File: src/rtl/pc_sequencer_pkg.sv
// Shared defines for the PC sequencer: next-PC select codes, branch funct3
// codes, FSM state encoding, the NOP word and default vectors.
package pc_sequencer_pkg;

    // Next-PC select codes driven by the decoder; code 2'b11 is undefined
    // and falls back to sequential fetch.
    localparam logic [1:0] PC_NEXT_INST     = 2'b00;
    localparam logic [1:0] PC_BRANCH_OFFSET = 2'b01;
    localparam logic [1:0] PC_ALU_RESULT    = 2'b10;

    // Branch comparison funct3 codes shared with the decoder.
    localparam logic [2:0] FUNCT3_BEQ  = 3'b000;
    localparam logic [2:0] FUNCT3_BNE  = 3'b001;
    localparam logic [2:0] FUNCT3_BLT  = 3'b100;
    localparam logic [2:0] FUNCT3_BGE  = 3'b101;
    localparam logic [2:0] FUNCT3_BLTU = 3'b110;
    localparam logic [2:0] FUNCT3_BGEU = 3'b111;

    // addi x0, x0, 0
    localparam logic [31:0] NOP_INSTR = 32'h0000_0013;

    localparam logic [31:0] DEFAULT_RESET_VECTOR = 32'h0000_0000;
    localparam logic [31:0] DEFAULT_TRAP_VECTOR  = 32'h0000_0100;

    typedef enum logic [1:0] {
        ST_BOOT  = 2'b00,
        ST_FETCH = 2'b01,
        ST_EXEC  = 2'b10,
        ST_TRAP  = 2'b11
    } seq_state_e;

    // Instruction addresses must be word aligned.
    function automatic logic is_aligned(input logic [1:0] addr_lsbs);
        return addr_lsbs == 2'b00;
    endfunction

endpackage

File: src/rtl/pc_sequencer_next_calc.sv
// Combinational next-PC selection (sequential, PC-relative branch, absolute
// jump) with word-misalignment detection. All arithmetic wraps modulo 2^32.
module pc_next_calc
    import pc_sequencer_pkg::*;
(
    input  logic [31:0] pc_i,
    input  logic [1:0]  pc_sel_i,
    input  logic [31:0] branch_offset_i,
    input  logic [31:0] alu_result_i,
    output logic [31:0] next_pc_o,
    output logic        misaligned_o
);

    // Select the candidate next PC; jump targets always have bit 0 cleared.
    always_comb begin
        // NOTE: every output of a combinational block gets a default first so
        // no path through the case leaves it unassigned and infers a latch.
        next_pc_o = pc_i + 32'd4;
        case (pc_sel_i)
            PC_BRANCH_OFFSET: next_pc_o = pc_i + branch_offset_i;
            PC_ALU_RESULT:    next_pc_o = alu_result_i & ~32'd1;
            default:          next_pc_o = pc_i + 32'd4;
        endcase
    end

    // Flag any target that is not word aligned.
    always_comb begin
        misaligned_o = !is_aligned(next_pc_o[1:0]);
    end

endmodule

File: src/rtl/pc_sequencer.sv
// Program-counter sequencer: boots, fetches one instruction word at a time,
// holds it for execution, retires (possibly after a data-memory stall) and
// redirects to the trap vector on a misaligned control transfer.
module pc_sequencer
    import pc_sequencer_pkg::*;
#(
    parameter logic [31:0] RESET_VECTOR = DEFAULT_RESET_VECTOR,
    parameter logic [31:0] TRAP_VECTOR  = DEFAULT_TRAP_VECTOR
) (
    input  logic        clk,
    input  logic        rst_n,
    input  logic [1:0]  pc_sel,
    input  logic [31:0] branch_offset,
    input  logic [31:0] alu_result,
    input  logic        exec_done,
    input  logic        mem_stall,
    output logic        imem_req,
    output logic [31:0] imem_addr,
    input  logic        imem_ack,
    input  logic [31:0] imem_rdata,
    output logic [31:0] pc,
    output logic [31:0] instr,
    output logic        instr_valid,
    output logic        misalign_trap
);

    seq_state_e  state_q, state_d;
    logic [31:0] pc_q;
    logic [31:0] instr_q;
    logic        imem_req_q, imem_req_d;
    logic        instr_valid_q, instr_valid_d;
    logic        trap_q, trap_d;

    // Retirement captured while the data memory was stalled.
    logic        pend_q;
    logic [1:0]  pend_sel_q;
    logic [31:0] pend_off_q;
    logic [31:0] pend_alu_q;

    logic [1:0]  calc_sel;
    logic [31:0] calc_off;
    logic [31:0] calc_alu;
    logic [31:0] next_pc;
    logic        next_misaligned;
    logic        in_exec;
    logic        retire;

    // A pending retirement uses the operands captured at its exec_done cycle.
    always_comb begin
        calc_sel = pend_q ? pend_sel_q : pc_sel;
        calc_off = pend_q ? pend_off_q : branch_offset;
        calc_alu = pend_q ? pend_alu_q : alu_result;
    end

    pc_next_calc u_next_calc (
        .pc_i            (pc_q),
        .pc_sel_i        (calc_sel),
        .branch_offset_i (calc_off),
        .alu_result_i    (calc_alu),
        .next_pc_o       (next_pc),
        .misaligned_o    (next_misaligned)
    );

    // Retire when the instruction is done (now or earlier) and memory is free.
    always_comb begin
        in_exec = (state_q == ST_EXEC);
        retire  = in_exec && !mem_stall && (exec_done || pend_q);
    end

    // State register.
    always_ff @(posedge clk or negedge rst_n) begin
        // NOTE: sequential state uses non-blocking assignments so every flop
        // samples the pre-edge values regardless of statement order.
        if (!rst_n) state_q <= ST_BOOT;
        else        state_q <= state_d;
    end

    // Next-state logic.
    always_comb begin
        state_d = state_q;
        case (state_q)
            ST_BOOT:  state_d = ST_FETCH;
            ST_FETCH: if (imem_ack) state_d = ST_EXEC;
            ST_EXEC:  if (retire) state_d = next_misaligned ? ST_TRAP : ST_FETCH;
            ST_TRAP:  state_d = ST_FETCH;
            default:  state_d = ST_BOOT;
        endcase
    end

    // Output decode of the upcoming state, registered below so outputs are flops.
    always_comb begin
        imem_req_d    = (state_d == ST_FETCH);
        instr_valid_d = (state_d == ST_EXEC);
        trap_d        = (state_d == ST_TRAP);
    end

    // Registered control outputs.
    always_ff @(posedge clk or negedge rst_n) begin
        if (!rst_n) begin
            imem_req_q    <= 1'b0;
            instr_valid_q <= 1'b0;
            trap_q        <= 1'b0;
        end else begin
            imem_req_q    <= imem_req_d;
            instr_valid_q <= instr_valid_d;
            trap_q        <= trap_d;
        end
    end

    // PC and instruction latch: update on retire, trap redirect and fetch ack.
    always_ff @(posedge clk or negedge rst_n) begin
        if (!rst_n) begin
            pc_q    <= RESET_VECTOR;
            instr_q <= NOP_INSTR;
        end else begin
            if (retire && !next_misaligned) pc_q <= next_pc;
            else if (state_q == ST_TRAP)    pc_q <= TRAP_VECTOR;
            if (state_q == ST_FETCH && imem_ack) instr_q <= imem_rdata;
        end
    end

    // Capture a stalled retirement; clear it once it completes.
    always_ff @(posedge clk or negedge rst_n) begin
        if (!rst_n) begin
            pend_q     <= 1'b0;
            pend_sel_q <= PC_NEXT_INST;
            pend_off_q <= '0;
            pend_alu_q <= '0;
        end else if (retire) begin
            pend_q <= 1'b0;
        end else if (in_exec && exec_done && mem_stall && !pend_q) begin
            pend_q     <= 1'b1;
            pend_sel_q <= pc_sel;
            pend_off_q <= branch_offset;
            pend_alu_q <= alu_result;
        end
    end

    assign imem_req      = imem_req_q;
    assign imem_addr     = pc_q;
    assign pc            = pc_q;
    assign instr         = instr_q;
    assign instr_valid   = instr_valid_q;
    assign misalign_trap = trap_q;

endmodule
File: config.mk
export PLATFORM = sky130hd
export DESIGN_NAME = pc_sequencer
export DESIGN_NICKNAME = d
export VERILOG_FILES = /design/src/rtl/pc_sequencer_pkg.sv /design/src/rtl/pc_sequencer_next_calc.sv /design/src/rtl/pc_sequencer.sv
export SDC_FILE = /design/constraint.sdc
export NUM_CORES = 1
export LEC_CHECK = 0
export CAP_MARGIN = 10
export CORE_MARGIN = 2
export CORE_UTILIZATION = 37
export CTS_CLUSTER_SIZE = 24
export DETAILED_ROUTE_END_ITERATION = 12
export PLACE_DENSITY = 0.67
export SETUP_SLACK_MARGIN = 0.3
export SYNTH_ARGS = -nofsm -noshare
export SYNTH_HDL_FRONTEND = slang
export SYNTH_SLANG_ARGS = --single-unit
File: constraint.sdc
create_clock -name clk -period 6.9 [get_ports clk]
set_input_delay 1.725 -clock clk [delete_from_list [all_inputs] [get_ports clk]]
set_output_delay 1.725 -clock clk [all_outputs]
set_load 0.02 [all_outputs]
==> results of run 1 <==
critical path, delay by kind of cell:
kind	cells	cell delay [ns]
muxes	1	0.16
AOI/OAI and AO/OA	3	1.52
and+or+nand+nor	4	0.74
adders and majority gates	2	0.65
buffers and inverters	2	0.54
sequential cells by signal, summed over array words and instances, names as in the netlist:
register	flops
state_q	2
pend_sel_q	2
instr	32
imem_addr	32
pend_off_q	32
misalign_trap	1
instr_valid	1
pend_alu_q	31
pend_q	1
imem_req	1
per-stage QoR:
| step | power (mW) | area (um^2) | utilization, % |
|---|---|---|---|
| final | 5.30 | 11700 | 48.4 |
| after global routing | 5.65 | 11700 | 48.4 |
| after CTS | 5.33 | 11700 | 48.4 |
| after detailed placement | 4.35 | 11100 | 46.0 |
| after global placement | 4.31 | 11100 | 46.0 |
| after floorplan | 3.44 | 9070 | - |
worst max-delay path by stage:
stage                     cells after the start             start             to  slack, ns
after floorplan                              11  branch_offset[3]  imem_addr[31]       2.62
after global placement                       12  branch_offset[0]  imem_addr[23]       1.53
after detailed placement                     12  branch_offset[0]  imem_addr[14]       1.49
final                                        12  branch_offset[0]  imem_addr[23]       1.94
after global routing                         12  branch_offset[0]  imem_addr[14]       1.68
after CTS                                    12  branch_offset[0]  imem_addr[14]       1.91
kinds of logic (layout without fill, tap and decap cells):
kind of cell    count (synthesis)  count (layout)  share of synthesized area (%)
xor+xnor                       20              20                           1.93
compound gates                241             241                           17.7
flops                         135             135                           37.3
mux                           167             167                           20.7
buf+inv                       104             270                           6.09
fa+ha+maj                      39              39                           5.47
simple gates                  195             195                           10.9
area by class of cell:
cell class	count	area (um^2)
flip-flops and latches	135	3380
clock buffers	18	429
clock inverters	14	165
fillers	2224	12500
inverters	26	97.6
well taps	324	405
repair buffers	212	2090
multi-input cells	662	5140
power by group through the flow:
stage	clock, mW	combinational [mW]	sequential [mW]
after global routing	0.998	3.20	1.46
after global placement	0	2.91	1.39
after detailed placement	0	2.93	1.42
after CTS	0.965	2.96	1.40
final	0.945	2.95	1.40
after floorplan	0	1.91	1.53
cells in the final DEF, fill, tap and decap left out, types with 8 or more instances in the layout:
| cell | n |
|---|---|
| clkdlybuf4s50_1 | 199 |
| mux2_2 | 157 |
| dfrtp_1 | 131 |
| a21oi_1 | 66 |
| nand2_1 | 57 |
| o21ai_0 | 52 |
| ha_1 | 37 |
| nor2_1 | 32 |
| a21o_1 | 27 |
| inv_1 | 26 |
| nand3_1 | 26 |
| clkbuf_16 | 17 |
| nor3_1 | 13 |
| a31oi_1 | 12 |
| buf_4 | 12 |
| xnor2_1 | 11 |
| a22o_1 | 10 |
| mux2i_1 | 9 |
| and3_1 | 9 |
| xor2_1 | 9 |
| nand2b_1 | 9 |
| o21a_1 | 8 |
| a221oi_1 | 8 |
layer usage:
layer  GRT usage (%)  up-vias
li1                -     3613
met1            26.9     3671
met2            32.4      291
met3            3.80       26
met4            5.20        0
met5               0        -
==> results.sh, run 1 <==
export IMPL_final_setup_tns_ns=0
export IMPL_routed_via_density=5.46
export IMPL_antenna_found_initial=0
export IMPL_hp_start="pend_alu_q[24]"
export IMPL_cts_max_path_buffers=2
export IMPL_synth_flop_cell="dfrtp_1"
export IMPL_cts_tree="done"
export IMPL_p_leak_nw=5.02
export IMPL_h_tree_depth=4
export IMPL_place_port_buffers=200
export IMPL_p_clk_share_pct=17.8
export IMPL_place_hpwl_um=18300
export IMPL_n_antenna_cell=0
export IMPL_rows=57
export IMPL_maxSlewHeadroom_pct=28.9
export IMPL_status="complete, no violations"
export IMPL_whs_ns=0.503
export IMPL_synth_most_common_cell="mux2_2"
export IMPL_num_vias=7601
export IMPL_pwr_share_comb_pct=55.7
export IMPL_syn_area_mm2=0.00907
export IMPL_cts_resized=0
export IMPL_postCtsSetupRepairBufs=0
export IMPL_switchingPower_mw=2.25
export IMPL_syn_to_final_growth_pct=29.2
export IMPL_tightest_slew_ns=1.07
export IMPL_drt_pass1_iterations=6
export IMPL_wl_met2_um=11700
export IMPL_ioPinCount=202
export IMPL_hold_buffers=0
export IMPL_dr_wl_met3_um=1730
export IMPL_ir_worst_vdd_v=0.000204
export IMPL_core_area_mm2=0.0242
export IMPL_cts_root_buf="clkbuf_16"
export IMPL_synth_top_area_share_pct=36.4
export IMPL_grt_pass1_vias=7434
export IMPL_globalRouteOverflowTotal=0
export IMPL_wl_per_cell_um=18.3
export IMPL_swShare_pct=42.5
export IMPL_synth_cell_types=73
export IMPL_max_cap_viol_count=0
export IMPL_p_seq_share_pct=26.4
export IMPL_ant_nets=0
export IMPL_ff2ff_path_depth=12
export IMPL_start_util_pct=37.5
export IMPL_synth_async_reset_ratio_pct=100
export IMPL_fp_dieW_um=161
export IMPL_path_common_cell="nand3_1"
export IMPL_hold_class="reg -> reg"
export IMPL_cp_end_kind="flip-flop"
export IMPL_cpMaxStageDelayCell="o32ai_1"
export IMPL_setup_viol=0
export IMPL_synth_edff_count=0
export IMPL_fin_ws_ns=1.94
export IMPL_synth_nets=1043
export IMPL_top_layer_used="met4"
export IMPL_wl_met1_um=11700
export IMPL_powerDensity_mw_per_mm2=452
export IMPL_drt_wl_total_um=25500
export IMPL_cts_sinks=135
export IMPL_drc=0
export IMPL_slew_viol_final=0
export IMPL_syn_area_per_cell_um2=10.1
export IMPL_timing_final_crit_share_pct=71.9
export IMPL_r2r_start="pend_q"
export IMPL_fin_crit_ns=4.96
export IMPL_start_kind="primary input"
export IMPL_synthTopCellsByCount="157 x mux2_2, 132 x dfrtp_1, 66 x a21oi_1, 57 x nand2_1, 53 x o21ai_0"
export IMPL_dieArea_mm2=0.0258
export IMPL_layout_cells_non_filler=1391
export IMPL_max_freq_mhz=202
export IMPL_crit_fanout=10
export IMPL_grt_max_degree=82
export IMPL_clkTransAtPathRegs_ns=0.07
export IMPL_grt_first_pass_wirelength_um=40500
export IMPL_min_path_cells=1
export IMPL_rsz0062_at_grt="no"
export IMPL_yosysWarningCount=0
export IMPL_gp_congestion=0.900
export IMPL_fin_nets=1196
export IMPL_p_int_mw=3.05
export IMPL_synthTopCellsByArea="dfrtp_1 36%, mux2_2 20%, ha_1 5.2%, a21oi_1 3.6%, o21ai_0 2.9%"
export IMPL_cts_buffers=17
export IMPL_first_iter_violations=527
export IMPL_r2r_setup_slack_ns=2.59
export IMPL_crit_chain="clkdlybuf4s50_1 -> mux2_2 -> ha_1 -> inv_1 -> fa_1 -> nand2b_1 -> a221oi_1 -> o21a_1 -> nand2_1 -> o32ai_1 -> nand3_1 -> nand3_1"
export IMPL_dp_cells=1359
export IMPL_r2r_end="imem_addr[30]"
export IMPL_synth_seq_cells=135
export IMPL_worstPathArrival_ns=5.33
export IMPL_holdPathEnd="pend_alu_q[24]"
export IMPL_drive_above_1_share_pct=20.6
export IMPL_clock_latency_ns=0.43
export IMPL_cp_required_ns=7.27
export IMPL_ys_seq_area_share_pct=37.3
export IMPL_worst_clock_skew_ns=0.0101
export IMPL_synth_top_area_cell="dfrtp_1"
export IMPL_dieHeight_um=161
export IMPL_grt_util_all_layers_pct=19.8
export IMPL_final_hold_viol_count=0
export IMPL_crit_type="in -> reg"
export IMPL_place_worst_setup_slack_ns=1.49
export IMPL_syn_inst=901
export IMPL_slowest_delay_ns=0.58
Power figures use the tool's default switching activity.
==> run 2: changes to the inputs <==
==> constraint.sdc (replaced) <==
create_clock -name clk -period 4.95 [get_ports clk]
set_input_delay 1.2375 -clock clk [delete_from_list [all_inputs] [get_ports clk]]
set_output_delay 1.2375 -clock clk [all_outputs]
set_load 0.02 [all_outputs]
==> run 2 against run 1 <==
  * Power increased by 40%
  * Routed wire length up 0.29%
  * Register-to-register slack worse by 1.6 ns
  * Non-clock buffer count is 2 higher
  * Critical path depth increased by 2
  * Via count down 1.2%
  * Clock power increased by 38%
  * Combinational power is 40% higher
  * Global-route usage up 0.21 points
  * Critical endpoint is now imem_addr[14]
  * Largest power group unchanged
==> results.sh, run 2 (synthesized netlist as in run 1, its figures left out) <==
export IMPL_ir_worst_vdd_v=0.000282
export IMPL_cts_tree="done"
export IMPL_start_kind="primary input"
export IMPL_max_freq_mhz=236
export IMPL_grt_first_pass_wirelength_um=40800
export IMPL_crit_type="in -> reg"
export IMPL_pwr_share_comb_pct=55.8
export IMPL_powerDensity_mw_per_mm2=630
export IMPL_start_util_pct=37.5
export IMPL_num_vias=7511
export IMPL_ant_nets=0
export IMPL_grt_max_degree=66
export IMPL_drive_above_1_share_pct=20.9
export IMPL_ioPinCount=202
export IMPL_slowest_delay_ns=0.45
export IMPL_place_port_buffers=200
export IMPL_fin_crit_ns=4.23
export IMPL_cpMaxStageDelayCell="o32ai_1"
export IMPL_globalRouteOverflowTotal=0
export IMPL_drc=0
export IMPL_crit_fanout=4
export IMPL_holdPathEnd="pend_alu_q[23]"
export IMPL_wl_per_cell_um=18.3
export IMPL_h_tree_depth=4
export IMPL_cp_end_kind="flip-flop"
export IMPL_routed_via_density=5.39
export IMPL_clkTransAtPathRegs_ns=0.07
export IMPL_postCtsSetupRepairBufs=0
export IMPL_fin_nets=1198
export IMPL_layout_cells_non_filler=1393
export IMPL_antenna_found_initial=0
export IMPL_drt_wl_total_um=25600
export IMPL_cts_resized=0
export IMPL_r2r_end="imem_addr[26]"
export IMPL_cts_root_buf="clkbuf_16"
export IMPL_setup_viol=0
export IMPL_final_common_cell="clkdlybuf4s50_1"
export IMPL_ff2ff_path_depth=12
export IMPL_p_int_mw=4.23
export IMPL_hold_buffers=0
export IMPL_p_leak_nw=5.05
export IMPL_switchingPower_mw=3.16
export IMPL_gp_congestion=0.888
export IMPL_tightest_slew_ns=0.895
export IMPL_syn_to_final_growth_pct=29.5
export IMPL_p_clk_share_pct=17.6
export IMPL_n_antenna_cell=0
export IMPL_final_cell_mix="199 x clkdlybuf4s50_1, 157 x mux2_2, 131 x dfrtp_1, 66 x a21oi_1, 57 x nand2_1"
export IMPL_hp_start="pend_alu_q[23]"
export IMPL_worstPathArrival_ns=4.60
export IMPL_worst_clock_skew_ns=0.00825
export IMPL_status="complete, no violations"
export IMPL_cts_sinks=135
export IMPL_core_area_mm2=0.0242
export IMPL_max_cap_viol_count=0
export IMPL_hold_class="reg -> reg"
export IMPL_place_hpwl_um=18600
export IMPL_final_hold_viol_count=0
export IMPL_grt_pass1_vias=7472
export IMPL_fin_util_pct=48.6
export IMPL_fp_dieW_um=161
export IMPL_cts_max_path_buffers=2
export IMPL_rsz0062_at_grt="no"
export IMPL_cp_required_ns=5.32
export IMPL_dieHeight_um=161
export IMPL_drt_pass1_iterations=5
export IMPL_final_setup_tns_ns=0
export IMPL_rows=57
export IMPL_swShare_pct=42.8
export IMPL_r2r_start="pend_q"
export IMPL_slew_viol_final=0
export IMPL_cts_buffers=17
export IMPL_path_common_cell="o21a_1"
export IMPL_p_seq_share_pct=26.5
export IMPL_place_area_mm2=0.0111
export IMPL_crit_chain="clkdlybuf4s50_1 -> mux2_2 -> ha_1 -> inv_1 -> fa_1 -> nor2b_1 -> o2111a_1 -> o41ai_2 -> a21boi_0 -> o21a_1 -> o21a_1 -> o32ai_1 -> and3_1 -> a221o_1"
export IMPL_timing_final_crit_share_pct=85.5
export IMPL_maxSlewHeadroom_pct=40.4
export IMPL_dp_cells=1361
export IMPL_r2r_setup_slack_ns=0.97
export IMPL_first_iter_violations=455
export IMPL_grt_util_all_layers_pct=20.0
export IMPL_dieArea_mm2=0.0258
export IMPL_min_path_cells=1
export IMPL_finalInstanceArea_mm2=0.0117
export IMPL_clock_latency_ns=0.43
[run 2: cell types whose count changed in the layout (fill, tap and decap cells not counted), sizes merged]
cell and change:
inv +1, clkinvlp -3, clkinv +3, bufinv -1, buf +2
[run 2: power groups by stage]
stage / registers [mW] / clock network (mW) / logic [mW]
2_1_floorplan: 2.13 / 0 / 2.67
3_3_place_gp: 1.95 / 0 / 4.07
3_5_place_dp: 1.98 / 0 / 4.11
4_1_cts: 1.96 / 1.33 / 4.14
5_1_grt: 2.04 / 1.38 / 4.50
6_report: 1.96 / 1.30 / 4.13
[run 2: final cells by class]
class | count | area, um^2
clock inverters | 14 | 155
well taps | 324 | 405
multi-input cells | 662 | 5140
clock buffers | 18 | 439
fillers | 2241 | 12400
repair buffers | 214 | 2120
flip-flops and latches | 135 | 3380
inverters | 26 | 97.6
[run 2: per-stage QoR]
stage                     power [mW]  hold WS, ns  setup WS, ns
final                           7.40        0.500         0.717
after CTS                       7.43        0.501         0.751
after detailed placement        6.09        0.488         0.304
after global placement          6.03        0.481         0.363
after global routing            7.92        0.505         0.541
after floorplan                 4.80        0.474         0.717
[run 2: worst max-delay path, delay by kind of cell]
kind            cells  cell delay (ns)
mux                 1             0.27
compound gates      7             1.84
fa+ha+maj           2             0.43
simple gates        2             0.32
buf+inv             2             0.49
[run 2: worst max path at each step]
| stage | start | endpoint | slack [ns] | cells past startpoint |
|---|---|---|---|---|
| floorplan | pend_q | imem_addr[31] | 0.72 | 16 |
| global placement | branch_offset[0] | imem_addr[28] | 0.36 | 14 |
| detailed placement | branch_offset[0] | imem_addr[14] | 0.30 | 14 |
| CTS | branch_offset[0] | imem_addr[14] | 0.75 | 14 |
| global route | branch_offset[0] | imem_addr[14] | 0.54 | 14 |
| finish | branch_offset[0] | imem_addr[14] | 0.72 | 14 |
[run 2: per-layer routing]
metal,GRT usage (%),up-vias,share of wire (%),wire (um)
li1,-,3616,-,-
met1,26.7,3606,46,11700
met2,33.1,265,47,12000
met3,4.67,24,6.0,1540
met4,4.30,0,1.1,289
met5,0,-,0,0
